===== src/rtl/control_contador_pkg.sv =====
// Shared constants for the sequencing controller of the state counter.
// State encoding and default sizing live here so every file agrees on them.
package control_contador_pkg;

    localparam int DEF_WIDTH = 3;
    localparam int DEF_DIV   = 4;

    localparam logic [1:0] ST_IDLE   = 2'b00;
    localparam logic [1:0] ST_RUN    = 2'b01;
    localparam logic [1:0] ST_PAUSE  = 2'b10;
    localparam logic [1:0] ST_FINISH = 2'b11;

    function automatic int cnt_bits(input int d);
        return (d > 1) ? $clog2(d) : 1;
    endfunction

endpackage


===== src/rtl/divisor_tick.sv =====
// Prescaler: raises tick for one enabled cycle out of every DIV.
// The count only moves while en is high, so a pause keeps its phase.
module divisor_tick
    import control_contador_pkg::*;
#(
    parameter int DIV = DEF_DIV
) (
    input  logic clk,
    input  logic rst,
    input  logic clr,
    input  logic en,
    output logic tick
);

    localparam int CW = cnt_bits(DIV);
    localparam logic [CW-1:0] LAST = CW'(DIV - 1);

    logic [CW-1:0] cnt;

    assign tick = en && (cnt == LAST);

    always_ff @(posedge clk or negedge rst) begin
        if (!rst) begin
            cnt <= '0;
        end else if (clr || tick) begin
            cnt <= '0;
        end else if (en) begin
            cnt <= cnt + 1'b1;
        end
    end

endmodule


===== src/rtl/control_contador.sv =====
// Start/pause/abort/reload sequencer for a modulo up/down counter.
// Config is captured only when leaving IDLE; later input changes are inert.
module control_contador
    import control_contador_pkg::*;
#(
    parameter int WIDTH = DEF_WIDTH,
    parameter int DIV   = DEF_DIV
) (
    input  logic             clk,
    input  logic             rst,
    input  logic             start,
    input  logic             stop,
    input  logic             load,
    input  logic [WIDTH-1:0] load_val,
    input  logic [WIDTH-1:0] limit,
    input  logic             up,
    input  logic             one_shot,
    output logic [WIDTH-1:0] count,
    output logic             busy,
    output logic             paused,
    output logic             done,
    output logic             wrap
);

    logic [1:0]       state_q;
    logic [1:0]       state_d;
    logic             up_cfg;
    logic             os_cfg;
    logic [WIDTH-1:0] lim_cfg;
    logic             in_idle;
    logic             in_run;
    logic             in_pause;
    logic             go;
    logic             tick;
    logic             at_end;
    logic             fin;

    assign in_idle  = (state_q == ST_IDLE);
    assign in_run   = (state_q == ST_RUN);
    assign in_pause = (state_q == ST_PAUSE);

    // load outranks stop, which outranks start
    assign go = in_idle && !load && !stop && start;

    assign at_end = up_cfg ? (count >= lim_cfg) : (count == '0);
    assign fin    = tick && os_cfg && at_end;

    assign busy   = in_run || in_pause;
    assign paused = in_pause;
    assign done   = (state_q == ST_FINISH);

    divisor_tick #(
        .DIV (DIV)
    ) u_div (
        .clk  (clk),
        .rst  (rst),
        .clr  (go),
        .en   (in_run && !stop),
        .tick (tick)
    );

    always_comb begin
        state_d = state_q;
        case (state_q)
            ST_IDLE: begin
                if (go) state_d = ST_RUN;
            end
            ST_RUN: begin
                if (stop)     state_d = ST_PAUSE;
                else if (fin) state_d = ST_FINISH;
            end
            ST_PAUSE: begin
                if (!load) begin
                    if (stop)       state_d = ST_IDLE;
                    else if (start) state_d = ST_RUN;
                end
            end
            default: state_d = ST_IDLE;
        endcase
    end

    always_ff @(posedge clk or negedge rst) begin
        if (!rst) begin
            state_q <= ST_IDLE;
        end else begin
            state_q <= state_d;
        end
    end

    always_ff @(posedge clk or negedge rst) begin
        if (!rst) begin
            up_cfg  <= 1'b0;
            os_cfg  <= 1'b0;
            lim_cfg <= '0;
        end else if (go) begin
            up_cfg  <= up;
            os_cfg  <= one_shot;
            lim_cfg <= limit;
        end
    end

    always_ff @(posedge clk or negedge rst) begin
        if (!rst) begin
            count <= '0;
            wrap  <= 1'b0;
        end else begin
            wrap <= 1'b0;
            if ((in_idle || in_pause) && load) begin
                count <= load_val;
            end else if (tick && !at_end) begin
                count <= up_cfg ? count + 1'b1 : count - 1'b1;
            end else if (tick && !os_cfg) begin
                count <= up_cfg ? '0 : lim_cfg;
                wrap  <= 1'b1;
            end
        end
    end

endmodule


===== config.mk =====
export PLATFORM = sky130hd
export DESIGN_NAME = control_contador
export DESIGN_NICKNAME = d
export VERILOG_FILES = /design/src/rtl/control_contador_pkg.sv /design/src/rtl/divisor_tick.sv /design/src/rtl/control_contador.sv
export SDC_FILE = /design/constraint.sdc
export NUM_CORES = 1
export LEC_CHECK = 0
export ABC_CLOCK_PERIOD_IN_PS = 5000
export CORE_ASPECT_RATIO = 0.7
export CORE_MARGIN = 2
export CORE_UTILIZATION = 30
export CTS_CLUSTER_DIAMETER = 30
export DETAILED_ROUTE_END_ITERATION = 7
export GPL_TIMING_DRIVEN = 0
export HOLD_SLACK_MARGIN = 0.08
export PLACE_DENSITY = 0.59
export SLEW_MARGIN = 30
export SYNTH_ARGS = -nofsm -noshare
export SYNTH_HDL_FRONTEND = slang
export SYNTH_HIERARCHICAL = 1
export SYNTH_SLANG_ARGS = --single-unit

===== constraint.sdc =====
create_clock -name clk -period 5 [get_ports clk]
set_input_delay 0.5 -clock clk [delete_from_list [all_inputs] [get_ports clk]]
set_output_delay 0.5 -clock clk [all_outputs]
set_load 0.01 [all_outputs]

==> results of run 1 <==
[registers in the layout, indices dropped and copies added (netlist names)]
name,flops
os_cfg,1
state_q,2
wrap,1
u_div/cnt,2
lim_cfg,3
count,3
up_cfg,1
[final cells by class]
class | count | area [sq um]
clock buffers | 4 | 45.0
flip-flops and latches | 13 | 325
fillers | 297 | 1660
well taps | 36 | 45.0
plain buffers | 2 | 7.51
repair buffers | 19 | 190
inverters | 7 | 26.3
multi-input cells | 75 | 562
[layer usage]
metal  wire length [um]  up-vias
met2                890       23
met1                995      384
met3                106        0
li1                   -      395
met4                  0        0
met5                  0        -
[critical path, delay by kind of cell]
| kind | cells | cell delay (ns) |
|---|---|---|
| AND/OR/NAND/NOR | 2 | 0.56 |
| buffers and inverters | 3 | 0.88 |
| multiplexers | 2 | 0.57 |
| AO/OA/AOI/OAI | 1 | 0.31 |
[worst paths after layout]
path	from	to	slack (ns)
worst max-delay path	stop	count[2]	2.32
worst min-delay path	u_div/cnt[1]	u_div/cnt[1]	0.51
worst max register to register	state_q[1]	count[2]	2.32
worst min register to register	u_div/cnt[1]	u_div/cnt[1]	0.51
max in group asynchronous	rst	up_cfg	3.95
min in group asynchronous	rst	state_q[0]	0.64
[power breakdown]
part / switching [mW] / internal [mW]
registers: 0.0743 / 0.153
logic: 0.170 / 0.179
clock network: 0.0394 / 0.0563
total: 0.284 / 0.388
[stage by stage]
stage	cell area (sq um)	util	setup slack, ns	power, mW
4_1_cts	1200	0.420	2.33	0.679
3_5_place_dp	1160	0.404	2.09	0.579
5_1_grt	1200	0.420	2.10	0.739
6_report	1200	0.420	2.32	0.672
3_3_place_gp	1160	0.404	2.12	0.569
2_1_floorplan	921	-	2.70	0.453
[logic make-up (layout without fill, tap and decap cells)]
family	Yosys count	count (layout)	synth area share
AOI/OAI and AO/OA	28	28	0.198
and+or+nand+nor	28	28	0.160
DFF	13	13	0.353
adders and majority gates	11	11	0.158
buffers and inverters	9	32	0.0367
muxes	7	7	0.0842
xor gates and xnor gates	1	1	0.00951
[placed cells by master, fill, tap and decap left out, types with 2 or more instances in the layout]
| master | count |
|---|---|
| nor2_1 | 8 |
| inv_1 | 7 |
| clkbuf_1 | 3 |
| mux2_1 | 3 |
| nand2_1 | 6 |
| clkbuf_8 | 3 |
| ha_1 | 10 |
| a21oi_1 | 7 |
| nand2b_1 | 3 |
| nor2b_1 | 2 |
| clkdlybuf4s50_1 | 19 |
| o21ai_0 | 6 |
| mux2_2 | 3 |
| dfrtp_1 | 13 |
| o21ai_1 | 2 |
==> metrics.yaml, run 1 <==
status:
  outcome: "completed"
synthesis:
  synthFlopType: "dfrtp_1"
  synth_area_leader_cell: "dfrtp_1"
  avgSynthCellArea_sq_um: 9.49
  syn_inst: 97
  postSynthNetCount: 121
  synth-seq-cells: 13
  synth-async-reset-ratio: 1.00
  synth.area.top_cells: "dfrtp_1 (35%), ha_1 (14%), a21oi_1 (3.8%)"
  synthesis.area_sq_um: 921
  synth_edf_count: 0
  synth.top_cell.area_share: 0.353
  synth_commonest_cells: "dfrtp_1 (13), ha_1 (10), nor2_1 (8), a21oi_1 (7), inv_1 (7)"
  yosysWarnings: 6
  seq_area_frac_synth: 0.353
  synth_most_common_cell: "dfrtp_1"
  yosys.cell_types.count: 38
cts:
  worstSkewPairLatency_ns: 0.24
  cts_buffer_depth: 2
  ctsResizeCount: 0
  cts_sinks: 13
  clk_pin_slew_ns: 0.06
  numCtsBuffers: 3
  root_buffer: "clkbuf_8"
  postCtsSetupBuffers: 0
  cts_hold_buf: 0
  tritoncts: "done"
  ctsHtreeMaxLevel: 1
global_routing:
  grt_pass1_wl_mm: 3.42
  use_met2: 0.197
  grt_start_max_net_pins: 14
  antenna_found_initial: 0
  met1_usage: 0.165
  grt_pass1_vias: 757
  met3_usage: 0.0502
  grt.total_usage: 0.125
  grt-ovfl-total: 0
  top_usage_layer: "met2"
sta:
  hold_viol: 0
  max_clock_freq_mhz: 373
  rsz0062_at_grt: "false"
  period_share: 0.536
  fin_skew_ns: 0.00506
  fin_crit_ns: 2.68
  tightestPinTransition_ns: 0.624
  maxSlewViolCount: 0
  slew-limit-headroom: 0.583
  holdWs_ns: 0.513
  setup_viol: 0
  tns_ns: 0
critical_path:
  path_max_fanout: 9
  cp_slowest_cell: "clkdlybuf4s50_1"
  max_stage_delay_ns: 0.45
  path_cells: "clkdlybuf4s50_1 > nor2b_1 > and2_1 > clkbuf_1 > inv_1 > a311o_1 > mux2_1 > mux2_2"
  reg2reg_depth: 9
  start_kind: "primary input"
  end_kind: "register"
  critPathRequiredTime_ns: 5.13
  critPathKind: "primary input to register"
  crit_arrival_ns: 2.81
drt:
  dr.first_iter.drc_count: 84
  num_vias: 802
  wl_mm: 1.99
  drt_drc_violations_left: 0
  ant_nets: 0
  avgRoutedWirePerCell_um: 12.8
  vias_per_cell: 5.14
  firstDrtPassIters: 4
die:
  die_w_um: 70.2
  die_h_um: 50.4
  die_area_sq_um: 3540
  core-area_sq_um: 2860
  pin_count: 20
  start_util: 0.322
  rows: 16
flow_run:
  maxCapViolCount: 0
layout:
  finalNetCount: 145
  final_cell_count_no_fill: 156
  area_growth_pct: 30.4
  diodes: 0
  layout-drive-gt1-share: 0.0667
worst_hold_path:
  holdPathStages: 1
  hold_path.class: "register to register"
power:
  p_leak_nw: 0.500
  p_per_area_nw_per_um2: 559
  worst_ir_drop_vdd_mv: 0.215
placed_design:
  hpwl_mm: 1.54
  gp_congestion: 0.816
  dpl.cell_count: 152
  portBuffers: 19
Note: power is estimated with default switching activity, not from simulation.
==> inputs of run 2 (changes only) <==
--- a/config.mk
+++ b/config.mk
@@ -5,7 +5,7 @@
 export SDC_FILE = /design/constraint.sdc
 export NUM_CORES = 1
 export LEC_CHECK = 0
-export ABC_CLOCK_PERIOD_IN_PS = 5000
+export ABC_CLOCK_PERIOD_IN_PS = 2800
 export CORE_ASPECT_RATIO = 0.7
 export CORE_MARGIN = 2
 export CORE_UTILIZATION = 30
==> constraint.sdc (replaced) <==
create_clock -name clk -period 2.8 [get_ports clk]
set_input_delay 0.28 -clock clk [delete_from_list [all_inputs] [get_ports clk]]
set_output_delay 0.28 -clock clk [all_outputs]
set_load 0.01 [all_outputs]
==> run 2 against run 1 <==
  * Sequential power is 79% higher
  * First-iteration DRC count is 25% higher
  * Total power is 79% higher
  * Largest cell class unchanged
  * Final cell count stayed put
  * Highest routed layer unchanged
  * Register-to-register slack worse by 2.1 ns
  * Via count is 1.2% lower
==> metrics.yaml, run 2 (synthesis results as in run 1) <==
status:
  outcome: "completed"  # unchanged
critical_path:
  max_stage_delay_ns: 0.42  # was 0.45 ns
  cp_slowest_cell: "dfrtp_1"  # was clkdlybuf4s50_1
  crit_arrival_ns: 2.69  # was 2.81 ns
  start_kind: "register"  # was primary input
  critPathKind: "register to register"  # was primary input to register
  critPathRequiredTime_ns: 2.93  # was 5.13 ns
  path_max_fanout: 9  # unchanged
  path_cells: "inv_1 > ha_1 > nor2b_2 > and2_1 > clkbuf_1 > inv_1 > a311o_1 > mux2_1 > mux2_2"  # was clkdlybuf4s50_1 > nor2b_1 > and2_1 > clkbuf_1 > inv_1 > a311o_1 > mux2_1 > mux2_2
  crit_top_cell: "inv_1"
  end_kind: "register"  # unchanged
global_routing:
  antenna_found_initial: 0  # unchanged
  grt_pass1_vias: 757  # unchanged
  grt_pass1_wl_mm: 3.42  # unchanged
  grt_start_max_net_pins: 14  # unchanged
  grt.total_usage: 0.125  # unchanged
  grt-ovfl-total: 0  # unchanged
sta:
  fin_crit_ns: 2.56
  fin_skew_ns: 0.00486  # was 0.00506 ns
  max_clock_freq_mhz: 391
  maxSlewViolCount: 0  # unchanged
  tightestPinTransition_ns: 0.623  # was 0.624 ns
  rsz0062_at_grt: "false"  # unchanged
  period_share: 0.914
  hold_viol: 0  # unchanged
  slew-limit-headroom: 0.583  # about the same
  tns_ns: 0  # unchanged
  setup_viol: 0  # unchanged
drt:
  avgRoutedWirePerCell_um: 12.8  # about the same
  vias_per_cell: 5.08  # was 5.14
  wl_mm: 2.00  # was 1.99 mm
  dr.first_iter.drc_count: 105  # was 84
  num_vias: 792  # was 802
  drt_drc_violations_left: 0  # unchanged
  firstDrtPassIters: 4  # unchanged
  ant_nets: 0  # unchanged
cts:
  clk_pin_slew_ns: 0.06  # about the same
  worstSkewPairLatency_ns: 0.24  # about the same
  cts_hold_buf: 0  # unchanged
  numCtsBuffers: 3  # unchanged
  root_buffer: "clkbuf_8"  # unchanged
  ctsHtreeMaxLevel: 1  # unchanged
  tritoncts: "done"  # unchanged
  cts_buffer_depth: 2  # unchanged
  cts_sinks: 13  # unchanged
placed_design:
  portBuffers: 19  # unchanged
  gp_congestion: 0.816  # unchanged
  hpwl_mm: 1.54  # unchanged
  dpl.cell_count: 152  # unchanged
layout:
  layout_common_cells: "clkdlybuf4s50_1 (19), dfrtp_1 (13), ha_1 (10)"  # unchanged
  layout-drive-gt1-share: 0.0750  # was 0.0667
  finalNetCount: 145  # unchanged
  area_growth_pct: 30.7  # was 30.4%
  final_cell_count_no_fill: 156  # unchanged
  diodes: 0  # unchanged
  reg.largest.list: "count: 3 flops, lim_cfg: 3 flops"  # unchanged
  final_common_cell: "clkdlybuf4s50_1"  # unchanged
die:
  core-area_sq_um: 2860  # unchanged
  pin_count: 20  # unchanged
  rows: 16  # unchanged
  start_util: 0.322  # unchanged
  die_w_um: 70.2  # unchanged
  die_area_sq_um: 3540  # unchanged
  die_h_um: 50.4  # unchanged
power:
  power.total_mw: 1.20  # was 672 uW
  p_per_area_nw_per_um2: 999  # was 559 nW/um^2
  worst_ir_drop_vdd_mv: 0.387  # was 0.215 mV
  p_leak_nw: 0.501  # was 0.500 nW
flow_run:
  maxCapViolCount: 0  # unchanged
worst_hold_path:
  hold_path.class: "primary input to async pin"  # was register to register
==> run 2: area by class of cell <==
class                           instances  area [sq um]
Multi-Input combinational cell         75           564
Fill cell                             297          1660
Sequential cell                        13           325
Clock buffer                            4          45.0
Inverter                                7          26.3
Timing Repair Buffer                   19           190
Tap cell                               36          45.0
Buffer                                  2          7.51
==> run 2: final timing paths <==
kind                                    from  slack (ns)           end  cells after the start
worst max register to register    state_q[1]        0.24      count[2]                      9
min in group clk                u_div/cnt[1]        0.51  u_div/cnt[1]                      1
worst min-delay path                     rst        0.42    state_q[0]                      1
worst min register to register  u_div/cnt[1]        0.51  u_div/cnt[1]                      1
max in group asynchronous                rst        1.97        up_cfg                      1
worst max-delay path              state_q[1]        0.24      count[2]                      9
==> run 2: critical path, delay by kind of cell (launching register included) <==
family / cells / cell delay (ns)
DFF: 1 / 0.42
muxes: 2 / 0.57
buffers and inverters: 3 / 0.55
adders and majority gates: 1 / 0.17
and+or+nand+nor: 2 / 0.43
AOI/OAI and AO/OA: 1 / 0.31
==> run 2: per-stage QoR <==
step,hold WS [ns],setup slack [ns],util,cell area [sq um]
3_5_place_dp,0.488,0.109,0.404,1160
6_report,0.425,0.240,0.420,1200
2_1_floorplan,-0.0156,0.503,-,921
5_1_grt,0.479,0.0295,0.420,1200
4_1_cts,0.455,0.126,0.420,1200
3_3_place_gp,0.480,0.136,0.404,1160
==> run 2: per-layer routing <==
metal	up-vias	GRT usage	share of wire
met4	0	0.0192	0
li1	393	-	-
met3	0	0.0502	0.045
met1	380	0.165	0.51
met5	-	0	0
met2	19	0.197	0.45
==> run 2: report_power, final <==
part / total, mW / internal [mW] / switching, mW
clock: 0.171 / 0.101 / 0.0702
sequential: 0.407 / 0.273 / 0.134
combinational: 0.625 / 0.321 / 0.304
total: 1.20 / 0.694 / 0.508
==> run 2: repair_timing <==
item                       in CTS  in global routing
resized for setup               0                  1
setup buffers                   0                  0
setup endpoints to repair       0                  2
==> inputs of run 3 (changes only) <==
--- a/config.mk
+++ b/config.mk
@@ -8,12 +8,12 @@
 export ABC_CLOCK_PERIOD_IN_PS = 2800
 export CORE_ASPECT_RATIO = 0.7
 export CORE_MARGIN = 2
-export CORE_UTILIZATION = 30
+export CORE_UTILIZATION = 49
 export CTS_CLUSTER_DIAMETER = 30
 export DETAILED_ROUTE_END_ITERATION = 7
 export GPL_TIMING_DRIVEN = 0
 export HOLD_SLACK_MARGIN = 0.08
-export PLACE_DENSITY = 0.59
+export PLACE_DENSITY = 0.85
 export SLEW_MARGIN = 30
 export SYNTH_ARGS = -nofsm -noshare
 export SYNTH_HDL_FRONTEND = slang
==> run 3 against run 2 <==
  * Combinational power grew 4.5%
  * Global-route usage is 7.7 points higher
  * Critical path depth down 1
  * Utilization increased by 22 points
  * Die area decreased by 36%
  * Largest power group unchanged
  * Register-to-register slack gained 0.11 ns
  * Hold slack got worse by 0.065 ns
  * Sequential share of layout area rose by 0.90 points
==> metrics.yaml, run 3 (synthesis results as in run 1) <==
die:
  die_w_um: 55.8  # was 70.2 um
  pin_count: 20  # unchanged
  die_area_sq_um: 2250  # was 3540 sq um
  start_util: 0.510  # was 0.322
  rows: 13  # was 16
  die_h_um: 40.3  # was 50.4 um
  core-area_sq_um: 1810  # was 2860 sq um
sta:
  period_share: 0.875  # was 0.914
  slew-limit-headroom: 0.610  # was 0.583
  setup_viol: 0  # unchanged
  tightestPinTransition_ns: 0.581  # was 0.623 ns
  fin_ws_ns: 0.350  # was 0.240 ns
  fin_crit_ns: 2.45  # was 2.56 ns
  hold_viol: 0  # unchanged
  tns_ns: 0  # unchanged
  maxSlewViolCount: 0  # unchanged
  max_clock_freq_mhz: 408  # was 391 MHz
  fin_skew_ns: 0.00312  # was 0.00486 ns
  rsz0062_at_grt: "false"  # unchanged
global_routing:
  grt.total_usage: 0.202  # was 0.125
  grt_pass1_wl_mm: 3.36  # was 3.42 mm
  grt_start_max_net_pins: 14  # unchanged
  antenna_found_initial: 0  # unchanged
  grt-ovfl-total: 0  # unchanged
  grt_pass1_vias: 738  # was 757
placed_design:
  dpl_worst_slack_ns: 0.121  # was 0.109 ns
  dpl.cell_count: 138  # was 152
  hpwl_mm: 1.59  # was 1.54 mm
  gp_congestion: 0.843  # was 0.816
  portBuffers: 19  # unchanged
cts:
  cts_sinks: 13  # unchanged
  cts_hold_buf: 0  # unchanged
  numCtsBuffers: 3  # unchanged
  clk_pin_slew_ns: 0.08  # was 0.06 ns
  root_buffer: "clkbuf_4"  # was clkbuf_8
  cts_buffer_depth: 2  # unchanged
  worstSkewPairLatency_ns: 0.28  # was 0.24 ns
  ctsHtreeMaxLevel: 1  # unchanged
  tritoncts: "done"  # unchanged
  postCtsSetupBuffers: 0  # unchanged
layout:
  layout_common_cells: "clkdlybuf4s50_1 (19), dfrtp_1 (13), ha_1 (10)"  # unchanged
  layout-drive-gt1-share: 0.0840  # was 0.0750
  finalNetCount: 144  # was 145
  final_common_cell: "clkdlybuf4s50_1"  # unchanged
  diodes: 0  # unchanged
  nFillCells: 136  # was 297
  reg.largest.list: "count: 3 flops, lim_cfg: 3 flops"  # unchanged
  area_growth_pct: 26.5  # was 30.7%
  final_cell_count_no_fill: 141  # was 156
critical_path:
  critPathKind: "register to register"  # unchanged
  start_kind: "register"  # unchanged
  reg2reg_depth: 8  # was 9
  r2r_start: "state_q[1]"  # unchanged
  end_kind: "register"  # unchanged
  reg2reg_slack_ns: 0.35  # was 0.24 ns
  crit_arrival_ns: 2.61  # was 2.69 ns
  critPathRequiredTime_ns: 2.96  # was 2.93 ns
  r2r-end: "count[2]"  # unchanged
  path_max_fanout: 9  # unchanged
flow_run:
  maxCapViolCount: 0  # unchanged
worst_hold_path:
  hold_path.class: "primary input to async pin"  # unchanged
drt:
  ant_nets: 0  # unchanged
  firstDrtPassIters: 4  # unchanged
  drt_drc_violations_left: 0  # unchanged
  vias_per_cell: 5.79  # was 5.08
  dr.first_iter.drc_count: 24  # was 105
  avgRoutedWirePerCell_um: 14.3  # was 12.8 um
  num_vias: 817  # was 792
  wl_mm: 2.02  # was 2.00 mm
status:
  outcome: "completed"  # unchanged
power:
  p_leak_nw: 0.495  # was 0.501 nW
  worst_ir_drop_vdd_mv: 0.654  # was 0.387 mV
  p_per_area_nw_per_um2: 1010  # was 999 nW/um^2
  power.total_mw: 1.18  # was 1.20 mW
## run 3: worst max path at each step
stage	startpoint	end	slack (ns)	cells past startpoint
final	state_q[1]	count[2]	0.35	8
after floorplan	state_q[1]	count[2]	0.50	9
after detailed placement	stop	count[2]	0.12	8
after global placement	stop	count[2]	0.15	8
after global routing	state_q[1]	count[2]	0.14	8
after CTS	state_q[1]	count[2]	0.16	9
## run 3: through the flow
stage | instance area (sq um) | util | hold WS (ns)
finish | 1160 | 0.645 | 0.359
global placement | 1140 | 0.631 | 0.480
CTS | 1170 | 0.646 | 0.386
detailed placement | 1140 | 0.631 | 0.490
global route | 1160 | 0.645 | 0.400
floorplan | 921 | - | -0.0156
## run 3: repair_timing
item | 4_1_cts | 5_1_grt
gates resized for setup | 0 | 1
hold endpoints to repair | 0 | 0
endpoints found under the setup margin | 0 | 2
## run 3: worst max-delay path, cell delays in order, from the launching register on
cell	delay [ns]
dfrtp_1	0.43
inv_1	0.12
ha_1	0.18
nor2b_2	0.25
and2_1	0.34
inv_1	0.10
a311o_1	0.31
mux2_1	0.34
mux2_2	0.27
## run 3: where the power goes
| part | internal (mW) | switching (mW) |
|---|---|---|
| sequential | 0.272 | 0.134 |
| clock | 0.0529 | 0.0629 |
| combinational | 0.328 | 0.326 |
## run 3: per-layer routing
layer,vias to the layer above,GRT usage,wire [um]
li1,391,-,-
met5,-,0,0
met4,0,0.107,54
met1,388,0.265,893
met2,31,0.333,925
met3,7,0.0355,145
## run 3: cell type report
| cell class | instances | area (sq um) | share of cell area |
|---|---|---|---|
| multi-input combinational | 75 | 564 | 0.484 |
| clock buffer | 3 | 22.5 | 0.0193 |
| inverter | 7 | 26.3 | 0.0226 |
| tap | 22 | 27.5 | 0.0236 |
| timing repair buffer | 19 | 190 | 0.163 |
| sequential | 13 | 325 | 0.279 |
| buffer | 1 | 3.75 | 0.00322 |
| clock inverter | 1 | 5.00 | 0.00430 |
